<file path="src/rtl/idata_arb_if.sv">
// Handshake bundle between the two byte producers, the arbiter and the downstream
// consumer of the shared output channel.
interface idata_arb_if #(
  parameter int DW = 8,
  parameter int CW = 8
);
  logic          req0_valid;
  logic [DW-1:0] req0_data;
  logic          req0_ready;
  logic          req1_valid;
  logic [DW-1:0] req1_data;
  logic          req1_ready;
  logic          out_valid;
  logic [DW-1:0] out_data;
  logic          out_src;
  logic          out_ready;
  logic [CW-1:0] cnt0;
  logic [CW-1:0] cnt1;

  modport slave (
    input  req0_valid, req0_data, req1_valid, req1_data, out_ready,
    output req0_ready, req1_ready, out_valid, out_data, out_src, cnt0, cnt1
  );

  modport master (
    output req0_valid, req0_data, req1_valid, req1_data, out_ready,
    input  req0_ready, req1_ready, out_valid, out_data, out_src, cnt0, cnt1
  );
endinterface

</file>
<file path="src/rtl/idata_arb.sv">
// Two-requester round-robin arbiter feeding one registered output byte with
// valid/ready handshake, source tag and per-source delivered-byte counters.
module idata_arb #(
  parameter int DW = 8,
  parameter int CW = 8
) (
  input  logic        clk,
  input  logic        rst_n,
  idata_arb_if.slave  bus
);

  typedef enum logic {EMPTY, FULL} state_t;

  state_t        state;
  state_t        state_nxt;
  logic          prio;
  logic          any_valid;
  logic          grant;
  logic          load;
  logic          drain;
  logic          valid_o;
  logic          ready0;
  logic          ready1;
  logic [DW-1:0] data_q;
  logic          src_q;
  logic [CW-1:0] cnt0_q;
  logic [CW-1:0] cnt1_q;

  // Grant: a lone requester wins; on contention the priority pointer decides.
  always_comb begin
    any_valid = bus.req0_valid | bus.req1_valid;
    grant     = (bus.req0_valid && bus.req1_valid) ? prio : bus.req1_valid;
    load      = ((state == EMPTY) || bus.out_ready) && any_valid;
    drain     = (state == FULL) && bus.out_ready;
  end

  always_ff @(posedge clk or negedge rst_n) begin
    if (!rst_n) state <= EMPTY;
    else        state <= state_nxt;
  end

  always_comb begin
    state_nxt = state;
    unique case (state)
      EMPTY: if (load) state_nxt = FULL;
      FULL: begin
        if (load)               state_nxt = FULL;
        else if (bus.out_ready) state_nxt = EMPTY;
      end
      default: state_nxt = EMPTY;
    endcase
  end

  always_comb begin
    valid_o = (state == FULL);
    ready0  = load && !grant;
    ready1  = load && grant;
  end

  // Counting uses the tag of the byte being drained, not the one being loaded.
  always_ff @(posedge clk or negedge rst_n) begin
    if (!rst_n) begin
      data_q <= '0;
      src_q  <= 1'b0;
      prio   <= 1'b0;
      cnt0_q <= '0;
      cnt1_q <= '0;
    end else begin
      if (load) begin
        data_q <= grant ? bus.req1_data : bus.req0_data;
        src_q  <= grant;
        prio   <= !grant;
      end
      if (drain) begin
        if (src_q) cnt1_q <= cnt1_q + 1'b1;
        else       cnt0_q <= cnt0_q + 1'b1;
      end
    end
  end

  assign bus.req0_ready = ready0;
  assign bus.req1_ready = ready1;
  assign bus.out_valid  = valid_o;
  assign bus.out_data   = data_q;
  assign bus.out_src    = src_q;
  assign bus.cnt0       = cnt0_q;
  assign bus.cnt1       = cnt1_q;

endmodule

</file>
<file path="src/flat_wrapper.sv">
// flat-port wrapper written by rule: the top's interface ports become plain ports
module idata_arb_flat 
#(
  parameter int DW = 8,
  parameter int CW = 8
)
  (clk, rst_n, bus_req0_valid, bus_req0_data, bus_req1_valid, bus_req1_data, bus_out_ready, bus_req0_ready, bus_req1_ready, bus_out_valid, bus_out_data, bus_out_src, bus_cnt0, bus_cnt1);
  idata_arb_if #(.DW(DW), .CW(CW)) bus_i ();
  input  logic clk;
  input  logic rst_n;
  input wire logic [$bits(bus_i.req0_valid)-1:0] bus_req0_valid;
  input wire logic [$bits(bus_i.req0_data)-1:0] bus_req0_data;
  input wire logic [$bits(bus_i.req1_valid)-1:0] bus_req1_valid;
  input wire logic [$bits(bus_i.req1_data)-1:0] bus_req1_data;
  input wire logic [$bits(bus_i.out_ready)-1:0] bus_out_ready;
  output wire logic [$bits(bus_i.req0_ready)-1:0] bus_req0_ready;
  output wire logic [$bits(bus_i.req1_ready)-1:0] bus_req1_ready;
  output wire logic [$bits(bus_i.out_valid)-1:0] bus_out_valid;
  output wire logic [$bits(bus_i.out_data)-1:0] bus_out_data;
  output wire logic [$bits(bus_i.out_src)-1:0] bus_out_src;
  output wire logic [$bits(bus_i.cnt0)-1:0] bus_cnt0;
  output wire logic [$bits(bus_i.cnt1)-1:0] bus_cnt1;
  assign bus_i.req0_valid = bus_req0_valid;
  assign bus_i.req0_data = bus_req0_data;
  assign bus_i.req1_valid = bus_req1_valid;
  assign bus_i.req1_data = bus_req1_data;
  assign bus_i.out_ready = bus_out_ready;
  assign bus_req0_ready = bus_i.req0_ready;
  assign bus_req1_ready = bus_i.req1_ready;
  assign bus_out_valid = bus_i.out_valid;
  assign bus_out_data = bus_i.out_data;
  assign bus_out_src = bus_i.out_src;
  assign bus_cnt0 = bus_i.cnt0;
  assign bus_cnt1 = bus_i.cnt1;
  idata_arb #(.DW(DW), .CW(CW)) u_core (.clk(clk), .rst_n(rst_n), .bus(bus_i));
endmodule
</file>
<file path="config.mk">
export PLATFORM = sky130hd
export DESIGN_NAME = idata_arb_flat
export DESIGN_NICKNAME = d
export VERILOG_FILES = /design/src/rtl/idata_arb_if.sv /design/src/rtl/idata_arb.sv /design/src/flat_wrapper.sv
export SDC_FILE = /design/constraint.sdc
export NUM_CORES = 1
export LEC_CHECK = 0
export BUFFER_PORTS_ARGS = -buffer_cell sky130_fd_sc_hd__buf_2
export CAP_MARGIN = 20
export CORE_MARGIN = 2
export CORE_UTILIZATION = 30
export CTS_BUF_LIST = sky130_fd_sc_hd__clkbuf_2 sky130_fd_sc_hd__clkbuf_4 sky130_fd_sc_hd__clkbuf_8
export DETAILED_ROUTE_END_ITERATION = 12
export PLACE_DENSITY = 0.62
export SYNTH_ARGS = -nofsm -noshare
export SYNTH_HDL_FRONTEND = slang
export SYNTH_SLANG_ARGS = --single-unit
</file>
<file path="constraint.sdc">
create_clock -name clk -period 1.3 [get_ports clk]
set_input_delay 0.26 -clock clk [delete_from_list [all_inputs] [get_ports clk]]
set_output_delay 0.26 -clock clk [all_outputs]
set_load 0.005 [all_outputs]
</file>
# Word-level counts from Yosys, hierarchy flattened
# Index checks and enable logic that the tools add are counted.
# word_totals
output_inout_bits	28
mem_bits_ro	0
ram_bits	0
latch_bits	0
memories	0
wordCells	26
input_bits	21
ff_bits	27
# op_classes
shifts	0
bitwise_logic	3
n_eq_ne	0
div	0
add_sub_neg	2
magnitude_cmp	0
muxes	6
mul	0
reduce_logical	9
# op_table
op	n
$add 8x1->8 const B	2
$mux 8	1
$logic_and 1x1->1	5
$mux 1	4
$reduce_and 2->1	2
$not 1->1	2
$pmux 1 s2	1
$logic_not 1->1	1
$logic_or 1x1->1	1
$or 1x1->1	1

# Depth between registers and ports, before layout
# Gate-level depths: netlist of run 1.
# depth
depth_word	5
depth_mapped	4
depth_no_buf	4

# Worst setup path before layout of run 1
# OpenSTA, ideal clock, no wires.
# synth_path
kind	flip-flop to output port
startpoint	register u_core.state, in the netlist u_core.bus.out_valid
endpoint	output port bus_req1_ready
stages_incl_launch_ff	5
path_slack_ns	0.070
arrival_time_ns	0.970
cell_sequence	dfrtp_1 or2b_1 buf_2 nand3_1 inv_1
# synth_via
elab_chain_len	4
# synth_rtl
element	line	text
start, declared	idata_arb.sv:14	state_t state;
start signal, assigned	idata_arb.sv:39	else state <= state_nxt;
$not 1->1	idata_arb.sv:33	load = ((state == EMPTY) || bus.out_ready) && any_valid;
$logic_or 1x1->1	idata_arb.sv:33	
$logic_and 1x1->1	idata_arb.sv:33	
$logic_and 1x1->1	idata_arb.sv:57	ready1 = load && grant;
end, declared	flat_wrapper.sv:17	output wire logic [$bits(bus_i.req1_ready)-1:0] bus_req1_ready;
# No other way between the ends.

# Final worst setup path of run 1
# Same ends and word-level chain as after synthesis.

==> flow_metrics.env, run 1 <==
export IMPL_worst_path_max_fanout=4
export IMPL_layout_min_cycle_time_ps=1424
export IMPL_worst_slew_pin_slew_ps=347.4
export IMPL_period_share_pct=109.5
export IMPL_area_delta_synth_final_pct=38.30
export IMPL_yosysUniqueCellTypes=30
export IMPL_syn_area_mm2=0.001251
export IMPL_worst_slack_ps=-123.9
export IMPL_whs_ps=258.5
export IMPL_required_ps=1040
export IMPL_drc_errors=0
export IMPL_cts_root_buffer="clkbuf_8"
export IMPL_leakagePower_nw=0.8561
export IMPL_vias=1103
export IMPL_clock_sinks=27
export IMPL_rsz0062_at_grt="yes"
export IMPL_clk_latency_ps=270
export IMPL_finClkSkew_ps=6.675
export IMPL_drt_iter0_drc=55
export IMPL_numCtsBuffers=3
export IMPL_antenna_found_initial=0
export IMPL_die_x_um=68.58
export IMPL_final_cell_mix="buf_2 (48), dfrtp_1 (27), buf_4 (14), nand3_1 (12), o21ai_0 (9)"
export IMPL_slew_headroom_pct=76.84
export IMPL_status="complete, but fails checks"
export IMPL_critical_path_class="flop to output port"
export IMPL_drv_slew=0
export IMPL_synth_xor_area_share_pct=9.800
export IMPL_cts_max_level=1
export IMPL_grt_pass1_vias=1069
export IMPL_final_layout_size_suffix_gt1_share_pct=42.08
export IMPL_nets=207
export IMPL_synth_simple_gate_area_share_pct=17.90
export IMPL_hold_class="primary input to flop"
export IMPL_synth_seq_cells=27
export IMPL_first_pass_iters=4
export IMPL_place_detailed_hpwl_um=2168
export IMPL_cellPowerDensity_mw_per_mm2=1500
export IMPL_final_util_pct=43.26
export IMPL_syn_inst=120
export IMPL_setup_viol=2
export IMPL_ant_nets=0
export IMPL_fmaxAchievable_mhz=702.3
export IMPL_syn_nets=143
export IMPL_grt_pass1_wl_um=4899
export IMPL_endpoint_kind="output port"
export IMPL_die_y_um=68.58
export IMPL_routedWlPerCell_um=12.43
export IMPL_irDropWorstVdd_v=0.0008608
export IMPL_routed_wl_um=2896
export IMPL_grt_max_degree=28
export IMPL_dieArea_mm2=0.004703
export IMPL_placed_cell_area_mm2=0.001613
export IMPL_ys_warn_count=0
export IMPL_grt_use_total_pct=13.66
export IMPL_cap_violations=0
export IMPL_yosysSeqAreaShare_pct=54.00
export IMPL_fp_row_count=23
export IMPL_port_buffers=48
export IMPL_start_kind="flop"
export IMPL_hold_violations=0
export IMPL_synthMuxAreaShare_pct=1.800
export IMPL_n_antenna_cell=0
export IMPL_synth_fa_ha_area_share_pct=2.000
export IMPL_grt_overflow=0
export IMPL_syn_area_per_cell_um2=10.43
export IMPL_synth_compound_area_share_pct=12.00
export IMPL_final_area_mm2=0.001730
export IMPL_synth_top_family_by_area="simple AND/OR/NAND/NOR gates"
export IMPL_violations="negative setup slack"
export IMPL_worstPathArrival_ps=1160
export IMPL_final_common_cell="buf_2"
export IMPL_io_pins=49
export IMPL_initial_utilization_pct=31.28
export IMPL_cts_tree="yes"
export IMPL_clockBufferDepth=2
export IMPL_via_per_inst=4.734
export IMPL_gp_congestion=0.7220
export IMPL_coreArea_mm2=0.004000
export IMPL_clkTransAtPathRegs_ps=90
worst max-delay path, cell delays in order, from the launching register on:
cell and delay, ps:
dfrtp_1 380, or2b_1 280, nand3_2 90, inv_1 40, buf_2 110
cell usage after synthesis:
| cell | instances | share of area, % |
|---|---|---|
| o21a_1 | 1 | 0.60 |
| nor2_2 | 1 | 0.50 |
| and2b_1 | 1 | 0.60 |
| or2b_1 | 1 | 0.60 |
| buf_2 | 1 | 0.40 |
| clkbuf_1 | 2 | 0.60 |
| nand3_1 | 13 | 5.2 |
| a211oi_1 | 1 | 0.60 |
| nand3b_1 | 1 | 0.60 |
| nor4_2 | 1 | 1.0 |
| a31oi_1 | 8 | 4.0 |
| nand4_1 | 3 | 1.5 |
| nand3_2 | 1 | 0.80 |
| o21ai_0 | 9 | 3.6 |
| nand2b_1 | 1 | 0.50 |
| nor2_1 | 4 | 1.2 |
| xnor2_1 | 6 | 4.2 |
| mux2_2 | 2 | 1.8 |
| and4b_1 | 1 | 0.80 |
| xor2_1 | 8 | 5.6 |
| ha_1 | 2 | 2.0 |
| nand2_1 | 5 | 1.5 |
| a21oi_1 | 8 | 3.2 |
| buf_1 | 1 | 0.30 |
| and3_1 | 1 | 0.50 |
| dfrtp_1 | 27 | 54 |
| nor2b_1 | 1 | 0.50 |
| inv_1 | 4 | 1.2 |
| or2_1 | 1 | 0.50 |
| nor3_1 | 4 | 1.6 |
metal layers:
| layer | vias up | GRT usage, % | part of all wire (%) |
|---|---|---|---|
| li1 | 554 | - | - |
| met4 | 0 | 1.500 | 0.41 |
| met2 | 39 | 23.20 | 45 |
| met1 | 508 | 17.36 | 47 |
| met3 | 2 | 4.545 | 7.2 |
| met5 | - | 0 | 0 |
cells by family after synthesis:
kind of cell,after synthesis
flops,27
xor+xnor,14
buf+inv,8
mux,2
compound gates,27
simple gates,40
fa+ha+maj,2
report_power, final:
part | total (mW) | internal [mW] | switching, mW
clock network | 0.487 | 0.217 | 0.270
registers | 1.27 | 1.05 | 0.216
logic | 0.842 | 0.455 | 0.387
total | 2.60 | 1.72 | 0.873
final timing paths:
| path | slack [ps] | start | depth (start not counted) | end |
|---|---|---|---|---|
| worst max-delay path | -120 | u_core.bus.out_valid | 4 | bus_req1_ready |
| worst max register to register | 40 | u_core.bus.out_valid | 3 | u_core.bus.cnt0[1] |
| worst min register to register | 470 | u_core.bus.cnt1[7] | 1 | u_core.bus.cnt1[7] |
| max in group asynchronous | 540 | rst_n | 3 | u_core.bus.out_data[3] |
| min in group asynchronous | 500 | rst_n | 3 | u_core.bus.cnt0[2] |
| worst min-delay path | 260 | bus_req1_data[2] | 3 | u_core.bus.out_data[2] |
metrics by stage:
step | power (mW) | std cells | worst slack, ps | setup TNS, ps
after floorplan | 1.633 | 120 | 70.03 | 0
after global placement | 2.067 | 224 | 74.89 | 0
after detailed placement | 2.101 | 224 | 50.72 | 0
after CTS | 2.626 | 233 | -130.4 | -235.3
after global routing | 2.809 | 233 | -201.5 | -411.7
final | 2.595 | 233 | -123.9 | -237.9
registers in the layout, indices dropped and copies added (netlist names):
signal and count:
u_core.bus.out_valid 1, u_core.bus.out_src 1, u_core.bus.out_data 8, u_core.bus.cnt0 8
u_core.bus.cnt1 8, u_core.prio 1
repair_timing:
item	CTS	global route
hold buffers	1	0
setup buffers	4	0
pin swaps	1	2
hold endpoints to repair	27	0
resized for setup	3	3
setup endpoints to repair	2	5
area by class of cell:
cell class / count / area, µm²
Sequential cell: 27 / 675.6
Inverter: 4 / 15.01
Fill cell: 395 / 2270
Tap cell: 50 / 62.56
Clock buffer: 3 / 41.29
Multi-Input combinational cell: 85 / 573.1
Timing Repair Buffer: 63 / 355.3
Clock inverter: 1 / 7.507
(Power assumes the default switching activity.)
==> run 2: changes to the inputs <==
--- a/config.mk
+++ b/config.mk
@@ -5,13 +5,14 @@
 export SDC_FILE = /design/constraint.sdc
 export NUM_CORES = 1
 export LEC_CHECK = 0
+export ABC_AREA = 1
 export BUFFER_PORTS_ARGS = -buffer_cell sky130_fd_sc_hd__buf_2
 export CAP_MARGIN = 20
 export CORE_MARGIN = 2
 export CORE_UTILIZATION = 30
 export CTS_BUF_LIST = sky130_fd_sc_hd__clkbuf_2 sky130_fd_sc_hd__clkbuf_4 sky130_fd_sc_hd__clkbuf_8
 export DETAILED_ROUTE_END_ITERATION = 12
-export PLACE_DENSITY = 0.62
+export PLACE_DENSITY = 0.61
 export SYNTH_ARGS = -nofsm -noshare
 export SYNTH_HDL_FRONTEND = slang
 export SYNTH_SLANG_ARGS = --single-unit
==> flow_metrics.env, run 2 <==
export IMPL_netlist_area_leader_share_pct=51.18
export IMPL_grt_pass1_wl_um=5064
export IMPL_initial_utilization_pct=30.74
export IMPL_synth_xor_area_share_pct=4.645
export IMPL_cts_max_level=1
export IMPL_grt_overflow=0
export IMPL_p_sw_share_pct=35.63
export IMPL_p_seq_share_pct=50.0
export IMPL_timing_rr_end="u_core.bus.cnt1[1]"
export IMPL_nets=243
export IMPL_finalPower_mw=2.602
export IMPL_syn_nets=180
export IMPL_worst_slack_ps=-46.81
export IMPL_first_pass_iters=4
export IMPL_endpoint_kind="output port"
export IMPL_cap_violations=0
export IMPL_hold_class="primary input to flop"
export IMPL_io_pins=49
export IMPL_synth_edf_count=0
export IMPL_cp_slowest_cell="dfrtp_1"
export IMPL_grt_use_total_pct=12.38
export IMPL_finalNonFillerCells=271
export IMPL_ys_top_cells_by_count="nand2_1 (39), dfrtp_1 (27), inv_1 (19)"
export IMPL_max_stage_delay_ps=400
export IMPL_clock_sinks=27
export IMPL_final_common_cell="buf_2"
export IMPL_synth_seq_cells=27
export IMPL_final_layout_size_suffix_gt1_share_pct=37.90
export IMPL_cts_root_buffer="clkbuf_8"
export IMPL_coreArea_mm2=0.004294
export IMPL_post_place_cells=263
export IMPL_hold_violations=0
export IMPL_cp_cell_sequence="inv_2 > nor2_4 > nor2_4 > nand2_2 > inv_2 > buf_2"
export IMPL_whs_ps=234.7
export IMPL_p_int_mw=1.675
export IMPL_dieArea_mm2=0.004946
export IMPL_pwr_share_comb_pct=31.4
export IMPL_ant_nets=0
export IMPL_setup_reg_to_reg_worst_slack_ps=40
export IMPL_leakagePower_nw=0.9157
export IMPL_syn_area_mm2=0.001320
export IMPL_rsz0062_at_grt="yes"
export IMPL_n_antenna_cell=0
export IMPL_yosysSeqAreaShare_pct=51.18
export IMPL_irDropWorstVdd_v=0.0004281
export IMPL_fillCellCount=448
export IMPL_worst_slew_pin_slew_ps=349.2
export IMPL_place_detailed_hpwl_um=2184
export IMPL_layout_min_cycle_time_ps=1347
export IMPL_reg2reg_from="u_core.bus.out_valid"
export IMPL_synth_top_family_by_area="simple AND/OR/NAND/NOR gates"
export IMPL_period_share_pct=103.6
export IMPL_synthFlopType="dfrtp_1"
export IMPL_grt_pass1_vias=1165
export IMPL_min_from="bus_req0_data[7]"
export IMPL_routedWlPerCell_um=11.01
export IMPL_final_area_mm2=0.001807
export IMPL_synth_compound_area_share_pct=10.81
export IMPL_yosysUniqueCellTypes=19
export IMPL_synthMuxAreaShare_pct=0.8531
export IMPL_grt_max_degree=28
export IMPL_whs_endpoint="u_core.bus.out_data[7]"
export IMPL_syn_area_per_cell_um2=8.408
export IMPL_die_y_um=70.33
export IMPL_ys_warn_count=0
export IMPL_syn_inst=157
export IMPL_die_x_um=70.33
export IMPL_yosysMostFrequentCell="nand2_1"
export IMPL_yosysTopAreaCell="dfrtp_1"
export IMPL_final_cell_mix="buf_2 (49), nand2_1 (36), dfrtp_1 (26), inv_1 (16), o21ai_0 (10)"
export IMPL_clkTransAtPathRegs_ps=100
export IMPL_finalSetupTns_ps=-101.7
export IMPL_numCtsBuffers=3
export IMPL_start_kind="flop"
export IMPL_final_util_pct=42.07
export IMPL_setup_viol=3
export IMPL_drv_slew=0
export IMPL_critical_path_class="flop to output port"
export IMPL_via_per_inst=4.439
export IMPL_pre_cts_ws_ps=152.4
export IMPL_gp_congestion=0.7447
export IMPL_cellPowerDensity_mw_per_mm2=1440
export IMPL_synth_fa_ha_area_share_pct=1.896
export IMPL_status="complete, but fails checks"
export IMPL_r2r_cells=4
export IMPL_placed_cell_area_mm2=0.001667
export IMPL_cts_tree="yes"
export IMPL_multi_input_area_um2=606.8
export IMPL_worstPathArrival_ps=1090
export IMPL_port_buffers=48
export IMPL_vias=1203
export IMPL_drc_errors=0
export IMPL_whs_path_depth=3
export IMPL_p_sw_mw=0.9273
export IMPL_postSynth_asyncResetShare_pct=100.0
export IMPL_synth_simple_gate_area_share_pct=23.79
export IMPL_seqCellArea_um2=676.9
export IMPL_violations="negative setup slack"
export IMPL_required_ps=1040
export IMPL_worst_path_max_fanout=2
export IMPL_area_delta_synth_final_pct=36.87
export IMPL_slew_headroom_pct=76.72
export IMPL_antenna_found_initial=0
export IMPL_fp_row_count=24
export IMPL_finClkSkew_ps=4.867
export IMPL_fmaxAchievable_mhz=742.5
export IMPL_pwr_share_clk_pct=18.6
export IMPL_synthTopCellsByArea="dfrtp_1 (51%), nand2_1 (11%), inv_1 (5.4%), o21ai_0 (4.2%), nand3_1 (3.8%)"
export IMPL_clockBufferDepth=2
export IMPL_drt_iter0_drc=75
export IMPL_routed_wl_um=2985
export IMPL_clk_latency_ps=270
## run 2: timing repair
item / in CTS / in global routing
endpoints found under the setup margin: 2 / 16
hold buffers: 1 / 0
setup buffers: 3 / 0
pin swaps: 1 / 6
cloned: 0 / 1
hold endpoints to repair: 27 / 0
gates resized for setup: 2 / 17
## run 2: cell families after synthesis
group / count (synthesis)
flops: 27
simple gates: 71
xor+xnor: 7
mux: 1
compound gates: 28
buf+inv: 21
fa+ha+maj: 2
## run 2: worst max-delay path, delay by kind of cell, from the launching register on
family	cells	cell delay, ps
buffers and inverters	3	210
flip-flops	1	400
AND/OR/NAND/NOR	3	200
## run 2: cell type report
type	count	area share, %
Clock inverter	1	0.4155
Timing Repair Buffer	60	18.49
Multi-Input combinational cell	109	33.59
Tap cell	52	3.601
Clock buffer	3	2.285
Sequential cell	27	37.47
Inverter	19	4.155
## run 2: worst max path at each step
stage,slack [ps],to,cells after the start,start
3_3_place_gp,170,bus_req0_ready,6,u_core.bus.out_valid
5_1_grt,-110,bus_req0_ready,6,u_core.bus.out_valid
3_5_place_dp,150,u_core.bus.cnt1[7],6,u_core.bus.out_valid
2_1_floorplan,130,bus_req0_ready,6,u_core.bus.out_valid
6_report,-50,bus_req0_ready,6,u_core.bus.out_valid
4_1_cts,-70,bus_req0_ready,6,u_core.bus.out_valid
## run 2: routing by layer
| layer | GRT usage, % | vias up | wire (µm) |
|---|---|---|---|
| li1 | - | 629 | - |
| met2 | 20.65 | 25 | 1475 |
| met4 | 4.487 | 0 | 25 |
| met5 | 0 | - | 0 |
| met3 | 1.299 | 2 | 108 |
| met1 | 16.55 | 547 | 1375 |
## run 2: power by group through the flow
stage	clock network [mW]	logic (mW)	registers, mW
floorplan	0	0.410	1.30
global placement	0	0.777	1.31
detailed placement	0	0.784	1.31
CTS	0.504	0.799	1.30
global route	0.533	0.931	1.34
finish	0.483	0.818	1.30
==> run 3: changes to the inputs <==
--- a/config.mk
+++ b/config.mk
@@ -7,12 +7,11 @@
 export LEC_CHECK = 0
 export ABC_AREA = 1
 export BUFFER_PORTS_ARGS = -buffer_cell sky130_fd_sc_hd__buf_2
-export CAP_MARGIN = 20
 export CORE_MARGIN = 2
 export CORE_UTILIZATION = 30
 export CTS_BUF_LIST = sky130_fd_sc_hd__clkbuf_2 sky130_fd_sc_hd__clkbuf_4 sky130_fd_sc_hd__clkbuf_8
 export DETAILED_ROUTE_END_ITERATION = 12
-export PLACE_DENSITY = 0.61
+export PLACE_DENSITY = 0.63
 export SYNTH_ARGS = -nofsm -noshare
 export SYNTH_HDL_FRONTEND = slang
 export SYNTH_SLANG_ARGS = --single-unit
==> constraint.sdc (replaced) <==
create_clock -name clk -period 1.1 [get_ports clk]
set_input_delay 0.22 -clock clk [delete_from_list [all_inputs] [get_ports clk]]
set_output_delay 0.22 -clock clk [all_outputs]
set_load 0.005 [all_outputs]
==> flow_metrics.env, run 3 (synthesized netlist as in run 2, its figures left out) <==
export IMPL_cts_root_buffer="clkbuf_8"
export IMPL_routed_wl_um=3266
export IMPL_endpoint_kind="output port"
export IMPL_post_place_cells=273
export IMPL_whs_endpoint="u_core.bus.out_data[7]"
export IMPL_drv_slew=0
export IMPL_violations="negative setup slack"
export IMPL_hold_violations=0
export IMPL_worst_slew_pin_slew_ps=344.8
export IMPL_grt_overflow=0
export IMPL_drc_errors=0
export IMPL_finalNonFillerCells=292
export IMPL_status="complete, but fails checks"
export IMPL_final_common_cell="buf_2"
export IMPL_fp_row_count=24
export IMPL_worst_slack_ps=-213.9
export IMPL_port_buffers=48
export IMPL_grt_pass1_vias=1284
export IMPL_vias=1309
export IMPL_clock_sinks=27
export IMPL_grt_pass1_wl_um=5506
export IMPL_reg2reg_from="u_core.bus.out_valid"
export IMPL_fmaxAchievable_mhz=761.1
export IMPL_min_from="bus_req0_data[7]"
export IMPL_start_kind="flop"
export IMPL_whs_path_depth=3
export IMPL_finClkSkew_ps=2.204
export IMPL_area_delta_synth_final_pct=55.26
export IMPL_finalSetupTns_ps=-2799
export IMPL_period_share_pct=119.4
export IMPL_cts_tree="yes"
export IMPL_irDropWorstVdd_v=0.0006124
export IMPL_antenna_found_initial=0
export IMPL_timing_rr_end="u_core.bus.cnt1[1]"
export IMPL_r2r_cells=4
export IMPL_cap_violations=0
export IMPL_drt_iter0_drc=84
export IMPL_worstPathArrival_ps=1090
export IMPL_gp_congestion=0.7471
export IMPL_n_antenna_cell=0
export IMPL_clkTransAtPathRegs_ps=90
export IMPL_initial_utilization_pct=30.74
export IMPL_setup_reg_to_reg_worst_slack_ps=-190
export IMPL_cts_max_level=1
export IMPL_whs_ps=198.5
export IMPL_place_detailed_hpwl_um=2396
export IMPL_final_layout_size_suffix_gt1_share_pct=45.42
export IMPL_rsz0062_at_grt="yes"
export IMPL_layout_min_cycle_time_ps=1314
export IMPL_hold_class="primary input to flop"
export IMPL_routedWlPerCell_um=11.18
export IMPL_grt_use_total_pct=13.62
export IMPL_numCtsBuffers=3
export IMPL_dieArea_mm2=0.004946
export IMPL_finalPower_mw=3.684
export IMPL_setup_viol=25
export IMPL_die_x_um=70.33
export IMPL_nets=264
export IMPL_clockBufferDepth=2
export IMPL_clk_latency_ps=270
export IMPL_worst_path_max_fanout=2
export IMPL_via_per_inst=4.483
export IMPL_slew_headroom_pct=77.02
export IMPL_grt_max_degree=16
export IMPL_first_pass_iters=4
export IMPL_io_pins=49
export IMPL_required_ps=880
export IMPL_die_y_um=70.33
export IMPL_leakagePower_nw=1.047
export IMPL_critical_path_class="flop to output port"
export IMPL_ant_nets=0
export IMPL_final_cell_mix="buf_2 (42), nand2_1 (34), buf_4 (24), dfrtp_1 (24), inv_1 (16)"
export IMPL_coreArea_mm2=0.004294
export IMPL_cellPowerDensity_mw_per_mm2=1797
-- run 3: changes by cell type in the layout (fill, tap and decap cells not counted), sizes merged --
cell	delta
buf	+21
clkbuf	+1
clkinvlp	-1
-- run 3: metal layers --
| layer | GRT usage, % | vias to the layer above | wire, µm | share of wire [%] |
|---|---|---|---|---|
| met2 | 21.80 | 40 | 1563 | 48 |
| met4 | 5.556 | 0 | 21 | 0.64 |
| met5 | 0 | - | 0 | 0 |
| li1 | - | 669 | - | - |
| met3 | 2.597 | 2 | 212 | 6.5 |
| met1 | 18.02 | 598 | 1469 | 45 |
-- run 3: worst max-delay path by stage --
stage | from | end | cells past startpoint
global route | u_core.bus.out_valid | bus_req0_ready | 6
CTS | u_core.bus.out_valid | bus_req0_ready | 6
global placement | u_core.bus.out_valid | u_core.bus.out_data[0] | 6
floorplan | u_core.bus.out_valid | bus_req0_ready | 6
detailed placement | u_core.bus.out_valid | u_core.bus.out_data[0] | 6
finish | u_core.bus.out_valid | bus_req0_ready | 6
-- run 3: cell type report --
class	instances	area (µm²)
fillers	433	2245
flip-flops and latches	27	679.4
multi-input cells	109	614.3
repair buffers	81	566.8
inverters	19	75.07
well taps	52	65.06
clock buffers	4	48.80
-- run 3: repair_timing --
action | CTS | global route
setup buffers | 8 | 11
hold buffers | 1 | 0
endpoints found under the setup margin | 25 | 38
endpoints found under the hold margin | 12 | 0
pin swaps | 2 | 5
cloned | 0 | 0
gates resized for setup | 23 | 15
-- run 3: metrics by stage --
step | instance area [µm²] | setup slack (ps) | utilization, %
2_1_floorplan | 1320 | -25.75 | -
3_5_place_dp | 1754 | -62.37 | 40.85
6_report | 2049 | -213.9 | 47.73
4_1_cts | 1929 | -248.7 | 44.93
3_3_place_gp | 1754 | -26.77 | 40.85
5_1_grt | 2049 | -289.8 | 47.73
-- run 3: critical path: stages, from the launching register on --
cell	delay, ps
dfrtp_1	400
inv_2	80
nor2_4	40
nor2_4	100
nand2_2	70
inv_2	50
buf_6	80
-- run 3: power breakdown --
part / internal [mW] / leakage, nW / switching [mW]
clock network: 0.284 / 0.0262 / 0.304
logic: 0.919 / 0.699 / 0.693
registers: 1.25 / 0.322 / 0.234
